$ cat src/rtl/ifu_pkg.sv
// rtl/ifu_pkg.sv - shared types and defaults for the instruction prefetch unit
package ifu_pkg;

    localparam int unsigned IFU_ADDR_W = 32;
    localparam int unsigned IFU_DATA_W = 32;
    localparam logic [IFU_ADDR_W-1:0] IFU_RESET_PC = 32'h8000_0000;

    typedef enum logic [1:0] {
        S_REQ,
        S_WAIT,
        S_DROP,
        S_HOLD
    } ifu_state_e;

    typedef struct packed {
        logic [IFU_ADDR_W-1:0] pc;
        logic [IFU_DATA_W-1:0] inst;
    } ifu_entry_t;

endpackage

$ cat src/rtl/ifu_fifo.sv
// rtl/ifu_fifo.sv - DEPTH-entry synchronous FIFO with flush, count and full/empty
module ifu_fifo #(
    parameter int unsigned DEPTH = 4,
    parameter int unsigned W     = 64,
    parameter int unsigned CW    = $clog2(DEPTH) + 1
) (
    input  logic          clk,
    input  logic          rst,
    input  logic          push_i,
    input  logic          pop_i,
    input  logic          flush_i,
    input  logic [W-1:0]  wdata_i,
    output logic [W-1:0]  rdata_o,
    output logic [CW-1:0] count_o,
    output logic          full_o,
    output logic          empty_o
);

    localparam int unsigned AW = $clog2(DEPTH);

    logic [W-1:0]  mem_q [DEPTH];
    logic [AW-1:0] wr_ptr_q;
    logic [AW-1:0] rd_ptr_q;
    logic [CW-1:0] count_q;
    logic          push_ok;
    logic          pop_ok;

    assign empty_o = (count_q == '0);
    assign full_o  = (count_q == CW'(DEPTH));
    assign count_o = count_q;
    assign pop_ok  = pop_i && !empty_o;
    assign push_ok = push_i && (!full_o || pop_ok);
    assign rdata_o = mem_q[rd_ptr_q];

    always_ff @(posedge clk or posedge rst) begin
        if (rst) begin
            wr_ptr_q <= '0;
            rd_ptr_q <= '0;
            count_q  <= '0;
        end else if (flush_i) begin
            wr_ptr_q <= '0;
            rd_ptr_q <= '0;
            count_q  <= '0;
        end else begin
            if (push_ok) wr_ptr_q <= wr_ptr_q + AW'(1);
            if (pop_ok)  rd_ptr_q <= rd_ptr_q + AW'(1);
            case ({push_ok, pop_ok})
                2'b10:   count_q <= count_q + CW'(1);
                2'b01:   count_q <= count_q - CW'(1);
                default: count_q <= count_q;
            endcase
        end
    end

    // Storage needs no reset: reads of an empty FIFO are masked by the consumer.
    always_ff @(posedge clk) begin
        if (push_ok && !flush_i) mem_q[wr_ptr_q] <= wdata_i;
    end

endmodule

$ cat src/rtl/ifu_prefetch.sv
// rtl/ifu_prefetch.sv - credit-limited instruction prefetcher with redirect flush
// Optional performance counters are built when IFU_PERF_CNT_EN is defined.
module ifu_prefetch
    import ifu_pkg::*;
#(
    parameter int unsigned       ADDR_W   = IFU_ADDR_W,
    parameter int unsigned       DATA_W   = IFU_DATA_W,
    parameter int unsigned       DEPTH    = 4,
    parameter logic [ADDR_W-1:0] RESET_PC = IFU_RESET_PC
) (
    input  logic              clk,
    input  logic              rst,
    input  logic              redirect_valid,
    input  logic [ADDR_W-1:0] redirect_pc,
    output logic              mem_req_valid,
    input  logic              mem_req_ready,
    output logic [ADDR_W-1:0] mem_req_addr,
    input  logic              mem_rsp_valid,
    input  logic [DATA_W-1:0] mem_rsp_data,
    output logic              inst_valid,
    input  logic              inst_ready,
    output logic [DATA_W-1:0] inst,
    output logic [ADDR_W-1:0] inst_pc,
    output logic [31:0]       perf_fetch_cnt,
    output logic [31:0]       perf_stall_cnt
);

    localparam int unsigned       CNT_W     = $clog2(DEPTH) + 1;
    localparam int unsigned       ENT_W     = ADDR_W + DATA_W;
    localparam logic [CNT_W-1:0]  LAST_SLOT = CNT_W'(DEPTH - 1);

    ifu_state_e        state_q, state_d;
    logic [ADDR_W-1:0] fetch_pc_q, fetch_pc_d;
    logic [ADDR_W-1:0] rsp_pc_q, rsp_pc_d;
    logic [ADDR_W-1:0] redir_pc_q, redir_pc_d;
    logic              redir_pend_q, redir_pend_d;
    logic              req_fire;
    logic              pop;
    logic              push;
    logic [ENT_W-1:0]  head;
    logic [CNT_W-1:0]  fifo_count;
    logic              fifo_full;
    logic              fifo_empty;

    assign mem_req_valid = (state_q == S_REQ) && !rst;
    assign mem_req_addr  = fetch_pc_q;
    assign req_fire      = mem_req_valid && mem_req_ready;
    assign inst_valid    = !fifo_empty;
    assign pop           = inst_valid && inst_ready;
    assign inst          = fifo_empty ? '0 : head[DATA_W-1:0];
    assign inst_pc       = fifo_empty ? '0 : head[ENT_W-1:DATA_W];

    ifu_fifo #(
        .DEPTH (DEPTH),
        .W     (ENT_W),
        .CW    (CNT_W)
    ) u_fifo (
        .clk     (clk),
        .rst     (rst),
        .push_i  (push),
        .pop_i   (pop),
        .flush_i (redirect_valid),
        .wdata_i ({rsp_pc_q, mem_rsp_data}),
        .rdata_o (head),
        .count_o (fifo_count),
        .full_o  (fifo_full),
        .empty_o (fifo_empty)
    );

    always_ff @(posedge clk or posedge rst) begin
        if (rst) begin
            state_q      <= S_REQ;
            fetch_pc_q   <= RESET_PC;
            rsp_pc_q     <= '0;
            redir_pc_q   <= '0;
            redir_pend_q <= 1'b0;
        end else begin
            state_q      <= state_d;
            fetch_pc_q   <= fetch_pc_d;
            rsp_pc_q     <= rsp_pc_d;
            redir_pc_q   <= redir_pc_d;
            redir_pend_q <= redir_pend_d;
        end
    end

    always_comb begin
        state_d      = state_q;
        fetch_pc_d   = fetch_pc_q;
        rsp_pc_d     = rsp_pc_q;
        redir_pc_d   = redir_pc_q;
        redir_pend_d = redir_pend_q;
        push         = 1'b0;
        unique case (state_q)
            S_REQ: begin
                if (req_fire) begin
                    rsp_pc_d     = fetch_pc_q;
                    redir_pend_d = 1'b0;
                    if (redirect_valid) begin
                        fetch_pc_d = redirect_pc;
                        state_d    = S_DROP;
                    end else if (redir_pend_q) begin
                        fetch_pc_d = redir_pc_q;
                        state_d    = S_DROP;
                    end else begin
                        fetch_pc_d = fetch_pc_q + ADDR_W'(4);
                        state_d    = S_WAIT;
                    end
                end else if (redirect_valid) begin
                    // The presented request must stay stable; remember where to go next.
                    redir_pend_d = 1'b1;
                    redir_pc_d   = redirect_pc;
                end
            end
            S_WAIT: begin
                if (redirect_valid) begin
                    fetch_pc_d = redirect_pc;
                    state_d    = mem_rsp_valid ? S_REQ : S_DROP;
                end else if (mem_rsp_valid) begin
                    push    = 1'b1;
                    state_d = (fifo_count == LAST_SLOT && !pop) ? S_HOLD : S_REQ;
                end
            end
            S_DROP: begin
                if (redirect_valid) fetch_pc_d = redirect_pc;
                if (mem_rsp_valid)  state_d = S_REQ;
            end
            S_HOLD: begin
                if (redirect_valid) begin
                    fetch_pc_d = redirect_pc;
                    state_d    = S_REQ;
                end else if (pop || !fifo_full) begin
                    state_d = S_REQ;
                end
            end
            default: state_d = S_REQ;
        endcase
    end

`ifdef IFU_PERF_CNT_EN
    logic [31:0] fetch_cnt_q;
    logic [31:0] stall_cnt_q;

    always_ff @(posedge clk or posedge rst) begin
        if (rst) begin
            fetch_cnt_q <= '0;
            stall_cnt_q <= '0;
        end else begin
            if (pop)        fetch_cnt_q <= fetch_cnt_q + 32'd1;
            if (fifo_empty) stall_cnt_q <= stall_cnt_q + 32'd1;
        end
    end

    assign perf_fetch_cnt = fetch_cnt_q;
    assign perf_stall_cnt = stall_cnt_q;
`else
    assign perf_fetch_cnt = '0;
    assign perf_stall_cnt = '0;
`endif

endmodule
$ cat config.mk
export PLATFORM = sky130hd
export DESIGN_NAME = ifu_prefetch
export DESIGN_NICKNAME = d
export VERILOG_FILES = /design/src/rtl/ifu_pkg.sv /design/src/rtl/ifu_fifo.sv /design/src/rtl/ifu_prefetch.sv
export SDC_FILE = /design/constraint.sdc
export NUM_CORES = 1
export LEC_CHECK = 0
export CORE_UTILIZATION = 54
export DETAILED_ROUTE_END_ITERATION = 10
export PLACE_DENSITY = 0.82
export SLEW_MARGIN = 20
export SYNTH_ARGS = -nofsm -noshare
export SYNTH_HDL_FRONTEND = slang
export SYNTH_SLANG_ARGS = --single-unit
export TNS_END_PERCENT = 20
$ cat constraint.sdc
create_clock -name clk -period 5.1 [get_ports clk]
set_input_delay 1.53 -clock clk [delete_from_list [all_inputs] [get_ports clk]]
set_output_delay 1.53 -clock clk [all_outputs]
set_load 0.005 [all_outputs]
# Yosys cells after proc, flatten, opt, wreduce, memory -nomap -nowiden
# Memories as Yosys holds them, arrays and structs flattened.
# Cells that the tools add are included.
totals:
  output_inout_bits: 162
  ram_bits: 256
  register_bits: 106
  mem_count: 1
  wordCells: 84
  input_bits: 70
mem_list:
  columns: ["memory", "words", "width", "read_ports", "rd_clocked_by_memory_dff", "write_ports", "line_no", "rtl"]
  rows:
  - ["u_fifo.mem_q", 4, 64, 1, 0, 1, "ifu_fifo.sv:21", "logic [W-1:0] mem_q [DEPTH];"]
op_classes:
  eq_ne: 12
  bitwise_logic: 1
  reduce_logical: 26
  add_sub_neg: 5
  muxes: 31
op_table:
  columns: ["cell", "count"]
  rows:
  - ["$mux W32", 6]
  - ["$pmux W32 S2", 1]
  - ["$add A32 B3 Y32 const B", 1]
  - ["$mux W2", 14]
  - ["$pmux W2 S4", 1]
  - ["$logic_and A1 B1 Y1", 7]
  - ["$mux W1", 7]
  - ["$eq A2 B2 Y1 const B", 3]
  - ["$ne A3 B3 Y1 const B", 2]
  - ["$pmux W3 S2", 1]
  - ["$reduce_and A2 Y1", 3]
  - ["$reduce_bool A2 Y1", 3]
  - ["$logic_not A1 Y1", 5]
  - ["$add A2 B1 Y2 const B", 2]
  - ["$eq A2 B1 Y1 const B", 2]
  - ["$ne A2 B2 Y1 const B", 2]
  - ["$reduce_and A4 Y1", 1]
  - ["$add A3 B1 Y3 const B", 1]
  - ["$eq A3 B2 Y1 const B", 1]
  - ["$eq A3 B3 Y1 const B", 1]
  - ["$logic_not A3 Y1", 1]
  - ["$mux W3", 1]
  - ["$reduce_and A3 Y1", 1]
  - ["$reduce_bool A3 Y1", 1]
  - ["6 further kinds", 7]

# Depth between registers and ports, before layout
logic_depth:
  ltp_word: 9
  mapped_depth: 9
  mapped_depth_nobuf: 8

# Cells and area by module
# From an unflattened synthesis, not the netlist that was laid out.
unflattened:
  hier_cells: 1037
  area_unflattened_um2: 15628.7
by_module_without_submodules:
  columns: ["module", "cells_per_inst", "n_inst", "seq_area_each_um2", "area_each_um2"]
  rows:
  - ["ifu_fifo", 399, 1, 7862.5, 9793.1]
  - ["ifu_prefetch", 638, 1, 2478.6, 5835.6]

# Least setup slack after synthesis
# Ideal clock, no wire load.
synth_timing:
  path_type: "input to register"
  start: "input redirect_valid"
  end: "memory u_fifo.mem_q[0][0] (enable)"
  arrival_time_ns: 3.847
  t_required_ns: 4.671
  path_slack_ns: 0.824
  path_buffers: 1
  setup_time_ns: 0.429
  stages: 4
  path_cell_list: "and4bb_2 buf_2 nor2b_1 and2_1"
synth_between:
  elab_chain_cells: 6
  word_cells_on_any_way: 7
  cone_classes: "mux (4); reduce/logical (3)"
synth_rtl:
  columns: ["item", "line_no", "rtl"]
  rows:
  - ["start: declaration", "ifu_prefetch.sv:13", "input logic redirect_valid,"]
  - ["$mux W1", "ifu_prefetch.sv:115", "if (redirect_valid) begin"]
  - ["$mux W1", "ifu_prefetch.sv:93", "unique case (state_q)"]
  - ["$logic_and A1 B1 Y1", "ifu_fifo.sv:32", "assign push_ok = push_i && (!full_o || pop_ok);"]
  - ["$logic_and A1 B1 Y1 (*)", "ifu_fifo.sv:57", "if (push_ok && !flush_i) mem_q[wr_ptr_q] <= wdata_i;"]
  - ["$mux W1 (*)", "ifu_fifo.sv:57", null]
  - ["$mux W1 (implied by the code) (*)", "ifu_fifo.sv:57", null]
  - ["end: declaration", "ifu_fifo.sv:21", null]
# Every way passes the cells marked *; elsewhere a longest branch is shown, timed or not.

# Final worst setup path
layout_timing:
  start: "register u_fifo.count_q[1] (netlist: u_fifo.count_o[1])"
  end: "output inst_pc[31]"
layout_between:
  elab_chain_cells: 2
layout_rtl:
  columns: ["item", "line_no", "rtl"]
  rows:
  - ["start: declaration", "ifu_fifo.sv:24", "logic [CW-1:0] count_q;"]
  - ["start signal: assignment", "ifu_fifo.sv:48", "2'b10: count_q <= count_q + CW'(1);"]
  - ["start signal: assignment", "ifu_fifo.sv:49", "2'b01: count_q <= count_q - CW'(1);"]
  - ["start signal: assignment", "ifu_fifo.sv:50", "default: count_q <= count_q;"]
  - ["$logic_not A3 Y1", "ifu_fifo.sv:28", "assign empty_o = (count_q == '0);"]
  - ["$mux W32", "ifu_prefetch.sv:51", "assign inst_pc = fifo_empty ? '0 : head[ENT_W-1:DATA_W];"]
  - ["end: declaration", "ifu_prefetch.sv:23", "output logic [ADDR_W-1:0] inst_pc,"]
# No other way between the ends.

==> results.ini <==
[run_status]
status=finished, final reports clean

[cts]
cts_hold_buffers=0
cts_num_sinks=362
tritoncts=yes
clock_latency_ps=520
cts_resized=0
cts_root_buf=clkbuf_16
htreeDepth=2
clkTransAtPathRegs_ps=60
numCtsBuffers=38
clock_path_buffers=3
post_cts_buffers=0

[synthesis]
synth_warnings=0
yosys-top-cells-area=edfxtp_1 (49%), dfrtp_1 (17%), mux4_2 (9.3%)
netlist.area_leader.share=0.493
ys_ff_latch=362
synthArstFlopShare=0.293
ys_types=69
synth_cells=953
yosysMostFrequentCell=edfxtp_1
synth_common_cells=edfxtp_1 (256), dfrtp_1 (105), and2_1 (70)
netlist_area_um2=15600
synthFlopType=edfxtp_1
synth_edf_count=256
yosys.area.top_type=edfxtp_1
syn_avg_cell_area_um2=16.3
synth_seq_area_share=0.664

[setup_path]
slowest_delay_ps=900
cp-start-kind=register
crit_arrival_ps=2930
regToRegEndpoint=u_fifo.mem_q[1][16]
crit_buf_inv=2
crit_fanout=49
startpoint=u_fifo.count_o[1]
r2r_slack_ps=2310
required_ps=3570
crit_family=simple AND/OR/NAND/NOR gates
cp-end-kind=primary output
worstSetupPathDepth=4
regToRegStartpoint=state_q[1]
crit_slowest_cell=or3_2
cp_cell_sequence=or3_2, buf_4, and2_1, clkdlybuf4s50_1
crit_path_end=inst_pc[31]
crit_type=reg -> out
r2r_cells=4

[hold_path]
min_delay_path_depth=1
hold_class=reg -> reg

[floorplan]
num_rows=61
start_util=0.555
dieArea_um2=29500
pin_count=232
fp.dieH_um=172
die_w_um=172
core-area_um2=28100

[routing]
drtIter0Drc=956
wl_per_cell_um=21.0
routed_wl_mm=32.2
drc=0
drtPass1Iterations=5
vias_per_cell=5.70
dr_total_vias=8729
postRouteAntennaNets=0

[global_routing]
first_global_vias=8630
antenna_found_initial=0
grt_max_degree=63
grtUsageTotal=0.220
grt_pass1_wl_mm=49.0
grt_overflow=0

[timing]
tightest_slew_ps=948
hold_violations=0
rsz0062_at_grt=no
setup_viol=0
setup-tns-final_ps=0
fin_crit_sh=0.874
skew_ps=17.1
max-slew-margin-rel=0.368
worst_slack_ps=643
drv_slew=0
period_needed_ps=4460
clock.fmax_mhz=224

[cells_and_area]
final_layout_size_suffix_gt1_frac=0.193
n_fill_cell=1949
final_nets=1200
final_area_um2=18700
antenna_cells=0
multi_input_area_um2=4750
register_area_um2=10300
area_delta_synth_final_pct=20.0

[power_and_ir_drop]
p_leak_nw=6.62
peakVddDrop_v=0.000308
power_mw=8.40
power_density_nw_per_um2=449

[placement]
pre_cts_ws_ps=842
place.gp.congestion=0.836
placed_area_um2=17500
place_hpwl_mm=20.5
portBuffers=167

[flow_run]
maxCapViolCount=0

[state kept, by name (all words and copies together), names as in the netlist]
signal and flops:
redir_pc_q 32, u_fifo.rd_ptr_q 2, redir_pend_q 1, u_fifo.mem_q 256, u_fifo.wr_ptr_q 2, u_fifo.count_o 3
state_q 2, mem_req_addr 32, rsp_pc_q 32
[kinds of logic (layout without fill, tap and decap cells)]
family | Yosys count | after routing | share of synthesized area
buffers and inverters | 120 | 257 | 0.0479
xor gates and xnor gates | 22 | 22 | 0.0124
muxes | 136 | 136 | 0.151
adders and majority gates | 6 | 6 | 0.00530
and+or+nand+nor | 208 | 208 | 0.0778
other | 1 | 64 | 0.000241
AOI/OAI and AO/OA | 98 | 98 | 0.0418
DFF | 362 | 362 | 0.664
[layer usage]
metal  GRT usage  vias to the layer above  share of wire
met3      0.0341                       46          0.065
met1       0.307                     4423           0.42
met2       0.359                      374           0.49
li1            -                     3886              -
met5           0                        -              0
met4      0.0704                        0          0.020
[how the worst min path moves through the flow]
stage	start	endpoint	slack [ps]
final	redir_pc_q[0]	redir_pc_q[0]	510
after global routing	redir_pc_q[9]	redir_pc_q[9]	520
after CTS	redir_pc_q[9]	redir_pc_q[9]	510
after detailed placement	redir_pc_q[25]	redir_pc_q[25]	490
after global placement	rsp_pc_q[19]	u_fifo.mem_q[3][51]	490
after floorplan	rsp_pc_q[0]	u_fifo.mem_q[0][32]	470
[stage by stage]
step,cells,hold slack [ps],utilization
after global placement,1462,489,0.623
after detailed placement,1462,493,0.623
after global routing,1531,520,0.666
after CTS,1531,511,0.666
after floorplan,1016,472,-
final,1531,514,0.666
[layout by cell type (no fill, tap or decap), types with 6 or more instances in the layout]
| cell | synthesis | layout |
|---|---|---|
| clkinv_2 | 0 | 8 |
| nor3_1 | 7 | 6 |
| nor2_1 | 36 | 36 |
| a31oi_1 | 7 | 7 |
| and2_1 | 70 | 66 |
| buf_12 | 0 | 9 |
| a222oi_1 | 11 | 11 |
| clkbuf_1 | 20 | 7 |
| edfxtp_1 | 256 | 256 |
| nand3_1 | 17 | 17 |
| o21ai_0 | 26 | 26 |
| clkinv_1 | 0 | 7 |
| clkbuf_16 | 0 | 41 |
| xor2_1 | 18 | 18 |
| nand2_1 | 26 | 26 |
| buf_4 | 65 | 7 |
| mux2i_1 | 8 | 8 |
| clkdlybuf4s50_1 | 0 | 167 |
| dfrtp_1 | 105 | 103 |
| mux4_2 | 64 | 64 |
| mux2_4 | 29 | 29 |
| nand4_1 | 12 | 12 |
| o22ai_1 | 8 | 8 |
| conb_1 | 1 | 64 |
| mux2_2 | 35 | 35 |
| a21oi_1 | 17 | 17 |
[cell type report]
class	count	share of cell area
Clock buffer	50	0.0577
Clock inverter	19	0.00636
Inverter	5	0.00114
Multi-Input combinational cell	534	0.254
Sequential cell	362	0.553
Tap cell	378	0.0253
Timing Repair Buffer	183	0.102
[where the power goes]
part | switching (mW) | internal, mW | total, mW
Clock | 1.07 | 1.54 | 2.61
Combinational | 0.646 | 0.870 | 1.52
Sequential | 0.564 | 3.71 | 4.27
Note: power is estimated with default switching activity, not from simulation.
==> RTL change, RTL diff (same settings) <==
`DEPTH` is set to 4 in 2 places; all go to 8.
--- a/src/rtl/ifu_fifo.sv
+++ b/src/rtl/ifu_fifo.sv
@@ -1,6 +1,6 @@
 // rtl/ifu_fifo.sv - DEPTH-entry synchronous FIFO with flush, count and full/empty
 module ifu_fifo #(
-    parameter int unsigned DEPTH = 4,
+    parameter int unsigned DEPTH = 8,
     parameter int unsigned W     = 64,
     parameter int unsigned CW    = $clog2(DEPTH) + 1
 ) (
--- a/src/rtl/ifu_prefetch.sv
+++ b/src/rtl/ifu_prefetch.sv
@@ -5,7 +5,7 @@
 #(
     parameter int unsigned       ADDR_W   = IFU_ADDR_W,
     parameter int unsigned       DATA_W   = IFU_DATA_W,
-    parameter int unsigned       DEPTH    = 4,
+    parameter int unsigned       DEPTH    = 8,
     parameter logic [ADDR_W-1:0] RESET_PC = IFU_RESET_PC
 ) (
     input  logic              clk,
Function: same outputs for any inputs over 4 cycles, from zero or initial values and one cycle with rst high; that may be too few to reach the edited logic, so the function may still have changed.
==> RTL change against the unedited design <==
Design area increased by 58%; critical path type unchanged; worst setup slack worse by 0.17 ns; highest routed layer unchanged; via count grew 57%; sequential cell count up 259; power rose by 47%; wire length rose by 65%; combinational power fell by 13%; synthesized area up 63%.
==> RTL change: results <==
set metrics [dict create \
    gp_congestion 0.914 \
    synthArstFlopShare_pct 17.6 \
    yosys.cell_types.count 66 \
    largest_register_ffs 512 \
    synth_common_cells "512 x edfxtp_1, 128 x mux4_2, 117 x nand2_1" \
    clk-insertion-delay-late_ns 0.63 \
    synth_edf_count 512 \
    grt_max_degree 65 \
    yosysSeqAreaShare_pct 71.3 \
    status "finished, final reports clean" \
    num-fill-cells 3129 \
    rrSetupSlack_ns 2.29 \
    r2r_cells 5 \
    drt_first_iter_violations 1214 \
    max_stage_delay_ns 0.58 \
    grt_pass1_wl_microns 81000 \
    ys_top_cells_by_area "edfxtp_1 61%, mux4_2 11%, dfrtp_1 11%, mux2i_1 2.7%, buf_4 1.9%" \
    worstHoldPathCells 2 \
    drive_gt1_share_pct 17.1 \
    wl_per_cell_microns 23.2 \
    grtUsageTotal_pct 22.7 \
    holdPathEnd "mem_req_addr[23]$_DFFE_PP0P_" \
    crit_path_top_delay_cell "clkdlybuf4s50_1" \
    slew_headroom_pct 40.5 \
    cts_buffers 58 \
]
[RTL change: changes by cell type after synthesis, moves of 13 or more]
cell      unedited run  this run
a21oi_1             17        31
a22oi_1              5        18
and2_1              70         4
clkbuf_1            20        33
edfxtp_1           256       512
mux2_4              29         0
mux2i_1              8        69
mux4_2              64       128
nand2_1             26       117
nor2_1              36       100
[RTL change: cell families (layout without fill, tap and decap cells)]
group	Yosys count	after routing	share of synthesized area, %
flops	621	621	71.3
simple gates	309	309	5.63
mux	231	231	15.6
buf+inv	150	309	3.37
compound gates	129	129	3.24
xor+xnor	14	14	0.483
fa+ha+maj	6	6	0.325
other cells	1	64	0.0148
[RTL change: worst min-delay path, cell delays in order (launching register included)]
cell	delay [ns]
dfrtp_1	0.34
a22oi_1	0.07
nand3_1	0.06
[RTL change: metrics by stage]
stage                     instances  setup TNS, ns  area [sq um]  hold slack (ns)
after detailed placement       2184              0         27700            0.488
after floorplan                1524        -213.94         25600            0.466
after CTS                      2290              0         29500            0.502
final                          2290              0         29500            0.506
after global placement         2184              0         27700            0.480
after global routing           2290              0         29500            0.522
[RTL change: power by group through the flow]
stage	logic (W)	clock network (W)	registers (W)
5_1_grt	0.00147	0.00438	0.00690
4_1_cts	0.00134	0.00420	0.00681
3_3_place_gp	0.00129	0	0.00686
6_report	0.00133	0.00413	0.00684
2_1_floorplan	0.000882	0	0.00662
3_5_place_dp	0.00133	0	0.00691
[RTL change: cell type report]
| cell class | count | area, sq um | share of cell area [%] |
|---|---|---|---|
| Clock buffer | 75 | 1530 | 5.17 |
| Timing Repair Buffer | 195 | 2040 | 6.93 |
| Multi-Input combinational cell | 753 | 6730 | 22.8 |
| Sequential cell | 621 | 18100 | 61.4 |
| Clock inverter | 31 | 284 | 0.963 |
| Inverter | 8 | 32.5 | 0.110 |
| Tap cell | 607 | 759 | 2.58 |
[RTL change: metal layers]
metal  routed length (microns)  up-vias  part of all wire, %  GRT usage [%]
met3                      3590       95                  6.8           4.20
met5                         0        -                    0              0
met4                      1420        0                  2.7           7.20
met2                     26200      569                   49           37.0
met1                     22000     7061                   41           31.3
li1                          -     5950                    -              -
[RTL change: worst max-delay path by stage]
stage,to,depth (start not counted),from,slack (ns)
4_1_cts,inst[17],5,u_fifo.rd_ptr_q[0]$_DFFE_PP0P_,0.42
5_1_grt,inst_pc[16],5,u_fifo.count_o[0]$_DFFE_PP0P_,0.29
3_3_place_gp,mem_req_valid,3,rst,0.86
2_1_floorplan,u_fifo.mem_q[2][0]$_DFFE_PP_,5,redirect_valid,-0.49
6_report,inst_pc[16],5,u_fifo.count_o[0]$_DFFE_PP0P_,0.47
3_5_place_dp,mem_req_valid,3,rst,0.85
